==> config.mk <==
export PLATFORM = sky130hd
export DESIGN_NAME = pulse_meter
export DESIGN_NICKNAME = d
export VERILOG_FILES = /design/src/rtl/pulse_meter_pkg.sv /design/src/rtl/edge_detect.sv /design/src/rtl/pulse_meter.sv
export SDC_FILE = /design/constraint.sdc
export NUM_CORES = 1
export LEC_CHECK = 0
export ABC_AREA = 1
export CORE_MARGIN = 5
export CORE_UTILIZATION = 40
export DETAILED_ROUTE_END_ITERATION = 6
export GPL_ROUTABILITY_DRIVEN = 0
export GPL_TIMING_DRIVEN = 0
export PLACE_DENSITY_LB_ADDON = 0.25
export SETUP_SLACK_MARGIN = 0.2
export SYNTH_ARGS = -nofsm -noshare
export SYNTH_HDL_FRONTEND = slang
export SYNTH_SLANG_ARGS = --single-unit
==> constraint.sdc <==
create_clock -name clk_i -period 5.52 [get_ports clk_i]
set_input_delay 0.552 -clock clk_i [delete_from_list [all_inputs] [get_ports clk_i]]
set_output_delay 0.552 -clock clk_i [all_outputs]
set_load 0.005 [all_outputs]
==> src/rtl/pulse_meter_pkg.sv <==
// pulse_meter_pkg: shared FSM state type and default counter width for pulse_meter.
//   CW_DEFAULT : default width of measurement counters and status registers
//   state_t    : measurement FSM states
package pulse_meter_pkg;
   localparam int CW_DEFAULT = 32;
   typedef enum logic [1:0] {DISABLED, ARM, HIGH, LOW} state_t;
endpackage

==> src/rtl/edge_detect.sv <==
// edge_detect: registered previous-value bit with combinational rise/fall decode.
//   clk_i     : clock
//   reset_n_i : async active-low reset, clears the previous-value bit
//   d_i       : level being watched
//   rise_o    : d_i=1 while previous sample was 0
//   fall_o    : d_i=0 while previous sample was 1
module edge_detect (
   input  logic clk_i,
   input  logic reset_n_i,
   input  logic d_i,
   output logic rise_o,
   output logic fall_o
);
   logic prev_q;
   always_ff @(posedge clk_i or negedge reset_n_i) begin
      if (!reset_n_i) prev_q <= 1'b0;
      else prev_q <= d_i;
   end
   assign rise_o = d_i & ~prev_q;
   assign fall_o = ~d_i & prev_q;
endmodule

==> src/rtl/pulse_meter.sv <==
// pulse_meter: measures high time and rise-to-rise period of a pulse stream and counts pulses/errors.
//   clk_i, reset_n_i : clock, reset (async assert, clock-synchronised release, active-low)
//   enable_i         : measurement enable
//   inp_i            : pulse stream under measurement
//   perr_i           : error strobe, its rising edges are counted
//   WIDTH_MIN        : short-pulse threshold in clocks (0 disables short_o)
//   CLEAR_WSTB       : one-cycle clear of all statistics, restarts the measurement
//   WIDTH, PERIOD    : last high time / last rise-to-rise time in clocks
//   PULSE_CNT        : completed pulses; PERR_CNT : perr_i rises
//   OVERFLOW         : sticky, set when any counter saturates
//   valid_o, short_o : one-cycle strobes for PERIOD update and short pulse
module pulse_meter
   import pulse_meter_pkg::*;
#(
   parameter int CW = CW_DEFAULT
) (
   input  logic          clk_i,
   input  logic          reset_n_i,
   input  logic          enable_i,
   input  logic          inp_i,
   input  logic          perr_i,
   input  logic [CW-1:0] WIDTH_MIN,
   input  logic          CLEAR_WSTB,
   output logic [CW-1:0] WIDTH,
   output logic [CW-1:0] PERIOD,
   output logic [CW-1:0] PULSE_CNT,
   output logic [CW-1:0] PERR_CNT,
   output logic          OVERFLOW,
   output logic          valid_o,
   output logic          short_o
);
   localparam logic [CW-1:0] MAX = '1;
   localparam logic [CW-1:0] ONE = 1;
   function automatic logic [CW-1:0] sat_inc(input logic [CW-1:0] v);
      return (v == MAX) ? v : v + ONE;
   endfunction
   logic [1:0] rst_sync_q;
   logic rst_n, in_rise, in_fall, perr_rise, perr_fall_unused;
   state_t state_q, state_d;
   logic [CW-1:0] wcnt_q, wcnt_d, pcnt_q, pcnt_d;
   logic [CW-1:0] width_q, width_d, period_q, period_d;
   logic [CW-1:0] pulse_cnt_q, pulse_cnt_d, perr_cnt_q, perr_cnt_d;
   logic overflow_q, overflow_d, valid_q, valid_d, short_q, short_d;
   // Reset asserts asynchronously but releases two clocks later, in step with clk_i.
   always_ff @(posedge clk_i or negedge reset_n_i) begin
      if (!reset_n_i) rst_sync_q <= '0;
      else rst_sync_q <= {rst_sync_q[0], 1'b1};
   end
   assign rst_n = rst_sync_q[1];
   edge_detect u_inp_edge (
      .clk_i     (clk_i),
      .reset_n_i (rst_n),
      .d_i       (inp_i),
      .rise_o    (in_rise),
      .fall_o    (in_fall)
   );
   edge_detect u_perr_edge (
      .clk_i     (clk_i),
      .reset_n_i (rst_n),
      .d_i       (perr_i),
      .rise_o    (perr_rise),
      .fall_o    (perr_fall_unused)
   );
   always_comb begin
      state_d     = state_q;
      wcnt_d      = wcnt_q;
      pcnt_d      = pcnt_q;
      width_d     = width_q;
      period_d    = period_q;
      pulse_cnt_d = pulse_cnt_q;
      valid_d     = 1'b0;
      short_d     = 1'b0;
      perr_cnt_d  = perr_rise ? sat_inc(perr_cnt_q) : perr_cnt_q;
      if (CLEAR_WSTB) begin
         state_d     = enable_i ? ARM : DISABLED;
         wcnt_d      = '0;
         pcnt_d      = '0;
         width_d     = '0;
         period_d    = '0;
         pulse_cnt_d = '0;
         perr_cnt_d  = '0;
      end else if (!enable_i) begin
         state_d = DISABLED;
      end else begin
         case (state_q)
            DISABLED: state_d = ARM;
            // A rise needs a prior low sample, so a level already high on entry is ignored.
            ARM: if (in_rise) begin
               state_d = HIGH;
               wcnt_d  = ONE;
               pcnt_d  = ONE;
            end
            HIGH: begin
               pcnt_d = sat_inc(pcnt_q);
               if (in_fall) begin
                  state_d     = LOW;
                  width_d     = wcnt_q;
                  pulse_cnt_d = sat_inc(pulse_cnt_q);
                  short_d     = wcnt_q < WIDTH_MIN;
               end else begin
                  wcnt_d = sat_inc(wcnt_q);
               end
            end
            LOW: if (in_rise) begin
               state_d  = HIGH;
               period_d = pcnt_q;
               valid_d  = 1'b1;
               wcnt_d   = ONE;
               pcnt_d   = ONE;
            end else begin
               pcnt_d = sat_inc(pcnt_q);
            end
            default: state_d = DISABLED;
         endcase
      end
      // Counters only sit at MAX after saturating, and clear zeroes them all.
      overflow_d = ~CLEAR_WSTB & (overflow_q | (wcnt_d == MAX) | (pcnt_d == MAX) |
                                  (pulse_cnt_d == MAX) | (perr_cnt_d == MAX));
   end
   always_ff @(posedge clk_i or negedge rst_n) begin
      if (!rst_n) begin
         state_q     <= DISABLED;
         wcnt_q      <= '0;
         pcnt_q      <= '0;
         width_q     <= '0;
         period_q    <= '0;
         pulse_cnt_q <= '0;
         perr_cnt_q  <= '0;
         overflow_q  <= 1'b0;
         valid_q     <= 1'b0;
         short_q     <= 1'b0;
      end else begin
         state_q     <= state_d;
         wcnt_q      <= wcnt_d;
         pcnt_q      <= pcnt_d;
         width_q     <= width_d;
         period_q    <= period_d;
         pulse_cnt_q <= pulse_cnt_d;
         perr_cnt_q  <= perr_cnt_d;
         overflow_q  <= overflow_d;
         valid_q     <= valid_d;
         short_q     <= short_d;
      end
   end
   assign WIDTH     = width_q;
   assign PERIOD    = period_q;
   assign PULSE_CNT = pulse_cnt_q;
   assign PERR_CNT  = perr_cnt_q;
   assign OVERFLOW  = overflow_q;
   assign valid_o   = valid_q;
   assign short_o   = short_q;
endmodule

### After elaboration in Yosys (flattened, before gate mapping)

Cells that the tools add are included.

| storage, ports and cells | value |
|---|---|
| output and inout port bits | 131 |
| bits in registers | 201 |
| bits of input ports | 38 |
| logic and storage cells | 95 |

| cells by class | value |
|---|---|
| add/sub/neg operators | 4 |
| reductions and logical operators | 10 |
| mux-type cells | 42 |
| $lt $le $gt $ge | 1 |
| bitwise gates (word level) | 12 |
| equal/unequal tests | 13 |

Operators by type and width:

| cell | number |
|---|---|
| two-way mux 32 bit | 26 |
| equality test 32 bit (second input constant) | 8 |
| adder 32 x 1 -> 32 bit (second input constant) | 4 |
| one-hot mux 32 bit (3 select lines) | 1 |
| one-hot mux 32 bit (2 select lines) | 1 |
| < comparator 32 bit | 1 |
| nonzero test 2 bit | 5 |
| two-way mux 1 bit | 9 |
| two-way mux 2 bit | 4 |
| one-hot mux 2 bit (3 select lines) | 1 |
| AND reduction 3 bit | 2 |
| AND 1 bit | 4 |
| equality test 2 bit (second input constant) | 2 |
| != test 4 x 2 -> 1 bit (second input constant) | 1 |
| != test 4 bit (second input constant) | 1 |
| NOT 1 bit | 4 |
| bitwise OR 1 bit | 4 |
| equality test 2 x 1 -> 1 bit (second input constant) | 1 |
| logical NOT 2 bit | 1 |
| AND reduction 2 bit | 1 |
| OR reduction 2 bit | 1 |

### Logic depth before layout (Yosys ltp)

Gate-level depths: netlist of the first run.

| logic depth | value |
|---|---|
| depth after elaboration | 12 |
| gate-level depth with buffers | 21 |
| gate-level depth less buffers | 21 |

### By module

A second synthesis of the first run with hierarchy kept.

| unflattened totals | value |
|---|---|
| cell total of the unflattened synthesis | 1983 |
| area total of the unflattened synthesis | 13645.6 um^2 |

By module, submodules not included:

| module | cells an instance | area each (um^2) | instances | seq. area each (um^2) |
|---|---|---|---|---|
| pulse_meter | 1973 | 13565.5 | 1 | 4979.8 |
| edge_detect | 5 | 40.0 | 2 | 25.0 |

### Worst setup path before layout of the first run

Ideal clock, no wire load.

| timing | value |
|---|---|
| kind | flip-flop to flip-flop |
| start point | reg pulse_cnt_q[0], in the netlist PULSE_CNT[0] |
| end point | reg overflow_q, in the netlist OVERFLOW |
| buffers on the path | 1 |
| setup slack | 3289 ps |
| clock period less this slack | 2231 ps |
| library setup time | 72 ps |
| cell stages (with the launch flop) | 20 |
| data required time | 5448 ps |
| arrival | 2158 ps |
| cell sequence | dfrtp_1 ha_1 nand2_2 nor2_4 nand2_1 nor2_4 nand3_4 clkbuf_1 nand2_1 o21bai_1 nand2_1 nor2_1 nand2_1 nor2_1 nand3_1 nor2_1 nor2_1 nand3_1 nor2_1 nor2_1 |

| between the ends | value |
|---|---|
| longest elaborated chain between the ends | 10 |
| elaborated cells between the ends (all ways) | 11 |
| those cells by class | 1 x add/sub; 2 x eq/ne; 5 x mux; 3 x bitwise |

RTL lines:

| what | RTL line | text |
|---|---|---|
| start, declared | pulse_meter.sv:42 | `logic [CW-1:0] pulse_cnt_q, pulse_cnt_d, perr_cnt_q, perr_cnt_d;` |
| start signal, assigned | pulse_meter.sv:138 | `pulse_cnt_q <= pulse_cnt_d;` |
| adder 32 x 1 -> 32 bit / equality test 32 bit (equally long branches) | pulse_meter.sv:35 | `return (v == MAX) ? v : v + ONE;` |
| two-way mux 32 bit | pulse_meter.sv:35 |  |
| two-way mux 32 bit | pulse_meter.sv:95 | `if (in_fall) begin` |
| two-way mux 32 bit | pulse_meter.sv:85 | `case (state_q)` |
| two-way mux 32 bit (*) | pulse_meter.sv:82 | `end else if (!enable_i) begin` |
| two-way mux 32 bit (*) | pulse_meter.sv:74 | `if (CLEAR_WSTB) begin` |
| equality test 32 bit (*) | pulse_meter.sv:118 | `(pulse_cnt_d == MAX) \| (perr_cnt_d == MAX));` |
| bitwise OR 1 bit (*) | pulse_meter.sv:117 | `overflow_d = ~CLEAR_WSTB & (overflow_q \| (wcnt_d == MAX) \| (pcnt_d == MAX) \|` |
| bitwise OR 1 bit (*) | pulse_meter.sv:118 |  |
| AND 1 bit (*) | pulse_meter.sv:117 |  |
| named net overflow_d | pulse_meter.sv:43 | `logic overflow_q, overflow_d, valid_q, valid_d, short_q, short_d;` |
| end signal, assigned | pulse_meter.sv:140 | `overflow_q <= overflow_d;` |
| end, declared | pulse_meter.sv:43 |  |

Mark *: on every way through the listed nets, which the timed path passes. The rest lies on a longest branch.
A chain may end at the register's enable or synchronous reset.

### Worst setup path after layout of the first run

| timing | value |
|---|---|
| start point | reg wcnt_q[1] |
| end point | reg overflow_q, in the netlist OVERFLOW |

| between the ends | value |
|---|---|
| longest elaborated chain between the ends | 12 |
| elaborated cells between the ends (all ways) | 14 |
| those cells by class | 1 x add/sub; 2 x eq/ne; 6 x mux; 5 x bitwise |

RTL lines:

| what | RTL line | text |
|---|---|---|
| start, declared | pulse_meter.sv:40 | `logic [CW-1:0] wcnt_q, wcnt_d, pcnt_q, pcnt_d;` |
| start signal, assigned | pulse_meter.sv:134 | `wcnt_q <= wcnt_d;` |
| adder 32 x 1 -> 32 bit / equality test 32 bit (equally long branches) | pulse_meter.sv:35 |  |
| two-way mux 32 bit | pulse_meter.sv:35 |  |
| two-way mux 32 bit | pulse_meter.sv:95 |  |
| one-hot mux 32 bit (2 select lines) | pulse_meter.sv:85 |  |
| two-way mux 32 bit (*) | pulse_meter.sv:82 |  |
| two-way mux 32 bit (*) | pulse_meter.sv:74 |  |
| equality test 32 bit (*) | pulse_meter.sv:117 |  |
| bitwise OR 1 bit (*) (3 in series) | pulse_meter.sv:117 |  |
| bitwise OR 1 bit (*) | pulse_meter.sv:118 |  |
| AND 1 bit (*) | pulse_meter.sv:117 |  |
| named net overflow_d | pulse_meter.sv:43 |  |

Marks and branches as above.

==> flow_summary.ini, run 1 <==
[cts]
tritoncts = yes
clk_path_buf_depth = 3
cts-resized-gates = 0
clk_pin_slew_worst_paths_ns = 0.06
cts_sinks = 201
cts_setup_buffers = 0
cts_hold_buf = 0
cts-htree-levels = 1
clock_latency_ns = 0.53
root_buffer = clkbuf_16
cts_buffers = 24

[floorplanning]
core_area_um2 = 34710
initial_core_util_pct = 40.70
io_pins = 169
die_w_um = 197.9
die-area_um2 = 39180
die_y_um = 197.9
rows = 68

[worst_setup_path]
critPathLaunchType = flop
crit_slowest_cell = dfrtp_1
cp-end-kind = flop
crit_family = simple AND/OR/NAND/NOR gates
path_buf_inv = 1
cpPeakStageDelay_ns = 0.55
critPathKind = flop to flop
arrival_ns = 3.72
path_cells = ha_1, inv_1, nor2_1, nand2_1, nor2_2, nand2_4, nand2_1, nor2_1, nand2_1, nand2_1, nand3_1, nand2_1, nor2_1, nand3_1, nor2_1, nand2_1, nand3_1, nor2_1, nor2_1
required_ns = 5.98
cp_max_fo = 7

[detailed_routing]
vias = 15120
initialDrtViolationCount = 1386
remaining_drc_errors = 0
routed_wl_mm = 49.76
wl_per_cell_um = 17.91
dr.pass1.iters = 7
ant_nets = 0
via_per_inst = 5.442

[final_layout]
mostFrequentLayoutCell = nand2_1
drive_gt1_share_pct = 6.070
final_design_area_no_fill_um2 = 17180
area_delta_synth_final_pct = 21.62
nets = 2382
multiInputGateArea_um2 = 7553
ff_latch_area_um2 = 5034
nFillCells = 3564
final_cell_mix = nand2_1 (525), inv_1 (307), nor2_1 (248)

[global_routing]
grt_use_total_pct = 24.66
grt_pass1_vias = 14370
grt_pass1_wl_mm = 77.91
grt_start_max_net_pins = 62
antenna_found_initial = 1
overflow = 0

[synth]
ys_ff_latch = 201
synth.distinct_cells = 49
netlist_area_um2 = 14130
seq_area_frac_synth_pct = 35.60
async_flop_share_pct = 100.0
syn_inst = 2112
yosysWarningCount = 0
synth_top_area_cell = dfrtp_1
synth_area_per_cell_um2 = 6.690
netlist.area_leader.share_pct = 35.60
synth_area_leaders = dfrtp_1 (36%), nand2_1 (14%), nand3_1 (8.6%)
synth_ff_type = dfrtp_1
synth-edff-count = 0
syn_nets = 2185

[sta]
slew_headroom_pct = 41.86
rsz0062_at_grt = no
worst_pin_slew_ns = 0.8721
clock_skew_ns = 0.01463
fin_crit_ns = 3.262
slew_violations = 0
hold_viol_final = 0
setup_viol = 0
fin_tns_setup_ns = 0
post-route-period-util_pct = 59.09
fmax_mhz = 306.6

[run_status]
outcome = finished clean

[pwr]
power_density_nw_per_um2 = 208.1
power.leakage_nw = 7.965
vdd_drop_max_v = 0.0001768

[min_path]
hp-class = input port to asynchronous set/reset pin

[placed_design]
hpwl_mm = 38.21
placement.io_buffers = 168
placed_area_um2 = 16460

[run]
cap_viol_max_count = 0
## worst register-to-register path: stages (launching register included)
cell	delay [ns]
dfrtp_1	0.55
ha_1	0.28
inv_1	0.05
nor2_1	0.21
nand2_1	0.15
nor2_2	0.17
nand2_4	0.11
nand2_1	0.20
nor2_1	0.17
nand2_1	0.10
nand2_1	0.06
nand3_1	0.08
nand2_1	0.09
nor2_1	0.24
nand3_1	0.13
nor2_1	0.25
nand2_1	0.15
nand3_1	0.10
nor2_1	0.04
nor2_1	0.09
## layout make-up
cell class / count / share of cell area [%]
multi-input cells: 1516 / 43.96
flip-flops and latches: 201 / 29.29
repair buffers: 171 / 10.22
inverters: 323 / 7.063
clock buffers: 34 / 3.947
well taps: 455 / 3.313
plain buffers: 72 / 1.930
clock inverters: 6 / 0.2549
diodes: 1 / 0.01456
## Yosys cell counts (2+ instances only)
cell type / number
nand4_1: 53
buf_6: 5
inv_2: 14
o211ai_1: 23
xnor2_1: 2
nor3_4: 2
a31oi_1: 3
buf_1: 11
buf_4: 2
nor4_1: 2
and2_1: 3
nor2_2: 15
nand3_1: 242
or2_2: 4
nand3_2: 7
inv_1: 307
nor3_1: 33
dfrtp_1: 201
nor2_1: 248
a21boi_0: 3
o21ai_1: 2
a21oi_1: 81
a211oi_1: 2
o31ai_1: 23
nand2_1: 525
nand2_4: 3
buf_2: 13
o21bai_1: 8
o21ai_0: 117
nand3_4: 3
nor3_2: 2
nand2_2: 8
nand3b_1: 2
clkbuf_1: 41
nor2_4: 10
xor2_1: 35
ha_1: 35
a21oi_2: 11
## metrics by stage
step                      worst slack (ns)  utilization [%]  power [mW]  hold WS [ns]  std cells
after floorplan                      2.209                -       1.901        0.2564       2112
after global routing                 2.139            49.50       3.725        0.1568       2779
after CTS                            2.396            49.49       3.602        0.1516       2778
after global placement              0.7754            47.19       2.092        0.3367       2735
final                                2.258            49.50       3.575        0.1801       2779
after detailed placement             1.870            47.41       2.110        0.3403       2738
## cells by family after synthesis
family,count (synthesis),share of synthesized area [%]
other cells,1,0.02654
fa+ha+maj,35,3.100
buf+inv,395,10.94
flops,201,35.60
xor+xnor,37,2.294
compound gates,276,11.23
simple gates,1167,36.81
## path summary, 6_finish.rpt
kind | startpoint | cells after the start | endpoint | slack [ns]
worst max-delay path | wcnt_q[1]$_DFF_PN0_ | 19 | OVERFLOW$_DFF_PN0_ | 2.26
worst min-delay path | reset_n_i | 1 | rst_sync_q[0]$_DFF_PN0_ | 0.18
worst max register to register | wcnt_q[1]$_DFF_PN0_ | 19 | OVERFLOW$_DFF_PN0_ | 2.26
worst min register to register | rst_sync_q[0]$_DFF_PN0_ | 0 | rst_sync_q[1]$_DFF_PN0_ | 0.35
max in group asynchronous | rst_sync_q[1]$_DFF_PN0_ | 2 | PULSE_CNT[28]$_DFF_PN0_ | 4.01
min in group clk_i | rst_sync_q[0]$_DFF_PN0_ | 0 | rst_sync_q[1]$_DFF_PN0_ | 0.35
## sequential cells by signal (all words and copies together) (netlist names)
signal              count
u_inp_edge.prev_q       1
WIDTH                  32
rst_sync_q              2
u_perr_edge.prev_q      1
OVERFLOW                1
PERIOD                 32
PERR_CNT               32
state_q                 2
valid_o                 1
short_o                 1
wcnt_q                 32
pcnt_q                 32
PULSE_CNT              32
## metal layers
metal | wire length [um] | vias to the layer above | track usage (%)
met2 | 22220 | 687 | 39.37
met4 | 1609 | 0 | 8.059
met5 | 0 | - | 0
met1 | 21760 | 7130 | 34.78
li1 | - | 7204 | -
met3 | 4178 | 101 | 3.267
## power by group
part / internal (mW) / total, mW / switching, mW
Combinational: 0.163 / 0.471 / 0.308
Clock: 0.849 / 1.48 / 0.631
Sequential: 1.52 / 1.62 / 0.101
Note: power is estimated with default switching activity, not from simulation.
==> run 2: changes to the inputs <==
==> constraint.sdc (replaced) <==
create_clock -name clk_i -period 3.1 [get_ports clk_i]
set_input_delay 0.31 -clock clk_i [delete_from_list [all_inputs] [get_ports clk_i]]
set_output_delay 0.31 -clock clk_i [all_outputs]
set_load 0.005 [all_outputs]
==> flow_summary.ini, run 2 (same netlist as run 1, synthesis figures left out) <==
[final_layout]
fin_util_pct = 50.07
nets = 2389
mostFrequentLayoutCell = nand2_1
area_delta_synth_final_pct = 23.03
drive_gt1_share_pct = 7.755
final_cell_mix = nand2_1 (524), inv_1 (307), nand3_1 (242)

[floorplanning]
die-area_um2 = 39180
rows = 68
die_y_um = 197.9
die_w_um = 197.9
io_pins = 169
core_area_um2 = 34710
initial_core_util_pct = 40.70

[global_routing]
use_met3_pct = 4.492
grt_use_total_pct = 24.82
overflow = 0
antenna_found_initial = 1
grt_pass1_wl_mm = 78.34
grt_start_max_net_pins = 71
grt_pass1_vias = 14400
grt-busiest-layer = met2
met1_usage_pct = 33.64
met2_usage_pct = 40.28

[pwr]
switchingPower_mw = 1.969
power.leakage_nw = 8.009
intPower_mw = 4.665
power_density_nw_per_um2 = 381.7
vdd_drop_max_v = 0.0003213
seqPwrFrac_pct = 43.5
clockPowerShare_pct = 43.6
p_sw_share_pct = 29.69
power_frac_comb_pct = 12.9

[cts]
cts_sinks = 201
clock_latency_ns = 0.54
clk_pin_slew_worst_paths_ns = 0.06
root_buffer = clkbuf_16
cts-htree-levels = 1
cts_buffers = 25
clk_path_buf_depth = 3
tritoncts = yes

[worst_setup_path]
critPathKind = flop to flop
critPathLaunchType = flop
cp_max_fo = 10
arrival_ns = 3.28
cp-end-kind = flop
required_ns = 3.57

[sta]
setup_viol = 0
fmax_mhz = 356.5
slew_violations = 0
fin_crit_ns = 2.805
rsz0062_at_grt = yes
setup_ws_ns = 0.2948
hold_viol_final = 0
slew_headroom_pct = 41.88
post-route-period-util_pct = 90.49
worst_pin_slew_ns = 0.8719
clock_skew_ns = 0.01406

[detailed_routing]
via_per_inst = 5.384
remaining_drc_errors = 0
vias = 15020
dr.pass1.iters = 7
routed_wl_mm = 49.81
ant_nets = 0
wl_per_cell_um = 17.85
initialDrtViolationCount = 1451

[min_path]
hp-class = input port to flop

[run_status]
outcome = finished clean

[placed_design]
placement.io_buffers = 168
hpwl_mm = 38.19
place_ws_ns = -0.2952

[run]
cap_viol_max_count = 0
[run 2: cell count changes in the layout (fill, tap and decap cells not counted), sizes merged]
cell	delta
clkinvlp	+8
clkbuf	-9
bufinv	+2
clkinv	+2
buf	+5
dlygate4sd3	+1
inv	+2
[run 2: final cells by class]
| type | instances | area, um2 |
|---|---|---|
| Antenna cell | 1 | 2.502 |
| Buffer | 72 | 336.6 |
| Clock buffer | 25 | 625.6 |
| Clock inverter | 20 | 187.7 |
| Fill cell | 3458 | 17330 |
| Inverter | 323 | 1214 |
| Multi-Input combinational cell | 1516 | 7596 |
| Sequential cell | 201 | 5046 |
| Tap cell | 455 | 569.3 |
| Timing Repair Buffer | 177 | 1804 |
[run 2: what timing repair did]
item / CTS / global route
endpoints found under the setup margin: 1 / 23
pin swaps: 0 / 1
hold buffers: 1 / 0
gates cloned: 0 / 0
buffers inserted: 0 / 5
endpoints found under the hold margin: 2 / 0
resized for setup: 1 / 30
[run 2: per-layer routing]
layer | up-vias | wire, um | part of all wire (%)
li1 | 7226 | - | -
met1 | 6993 | 21290 | 43
met2 | 697 | 22500 | 45
met3 | 104 | 4469 | 9.0
met4 | 0 | 1552 | 3.1
met5 | - | 0 | 0
[run 2: final timing paths]
| kind | from | to | slack, ns | depth (start not counted) |
|---|---|---|---|---|
| max | wcnt_q[1]$_DFF_PN0_ | OVERFLOW$_DFF_PN0_ | 0.29 | 20 |
| min | perr_i | u_perr_edge.prev_q$_DFF_PN0_ | 0.24 | 1 |
| max reg2reg | wcnt_q[1]$_DFF_PN0_ | OVERFLOW$_DFF_PN0_ | 0.29 | 20 |
| min reg2reg | rst_sync_q[1]$_DFF_PN0_ | WIDTH[4]$_DFFE_PN0P_ | 0.30 | 0 |
| max in group asynchronous | rst_sync_q[1]$_DFF_PN0_ | PULSE_CNT[31]$_DFF_PN0_ | 1.45 | 3 |
| min in group asynchronous | rst_sync_q[1]$_DFF_PN0_ | WIDTH[4]$_DFFE_PN0P_ | 0.30 | 0 |
[run 2: per-stage QoR]
step	hold slack, ns	instances	TNS (ns)	power (mW)	cell area [um2]
floorplan	0.01441	2112	0	3.385	14130
global placement	0.3365	2735	-4.349	3.725	16380
CTS	0.2094	2784	0	6.689	17280
detailed placement	0.3254	2738	-5.637	3.761	16460
finish	0.2382	2790	0	6.634	17380
global route	0.2406	2790	0	6.937	17380
[run 2: power groups by stage]
| stage | clock (mW) | combinational [mW] | sequential [mW] |
|---|---|---|---|
| final | 2.90 | 0.853 | 2.89 |
| after global routing | 3.09 | 0.953 | 2.90 |
| after CTS | 2.97 | 0.840 | 2.88 |
| after detailed placement | 0 | 0.835 | 2.93 |
| after global placement | 0 | 0.760 | 2.97 |
| after floorplan | 0 | 0.490 | 2.89 |
[run 2: worst max-delay path: stages (launching register included)]
cell and delay (ns):
dfrtp_2 0.42, ha_1 0.23, inv_1 0.07, nor2_2 0.16, nand2_1 0.12, nor2_2 0.16, nand2_4 0.11, buf_6 0.16
nand2_1 0.06, nand2_1 0.05, nand3_1 0.07, nand2_1 0.07, nor2_1 0.14, nand2_1 0.12, nor2_1 0.14, nand3_1 0.10
nor2_1 0.21, nand2_1 0.15, nand3_1 0.10, nor2_1 0.04, nor2_1 0.08
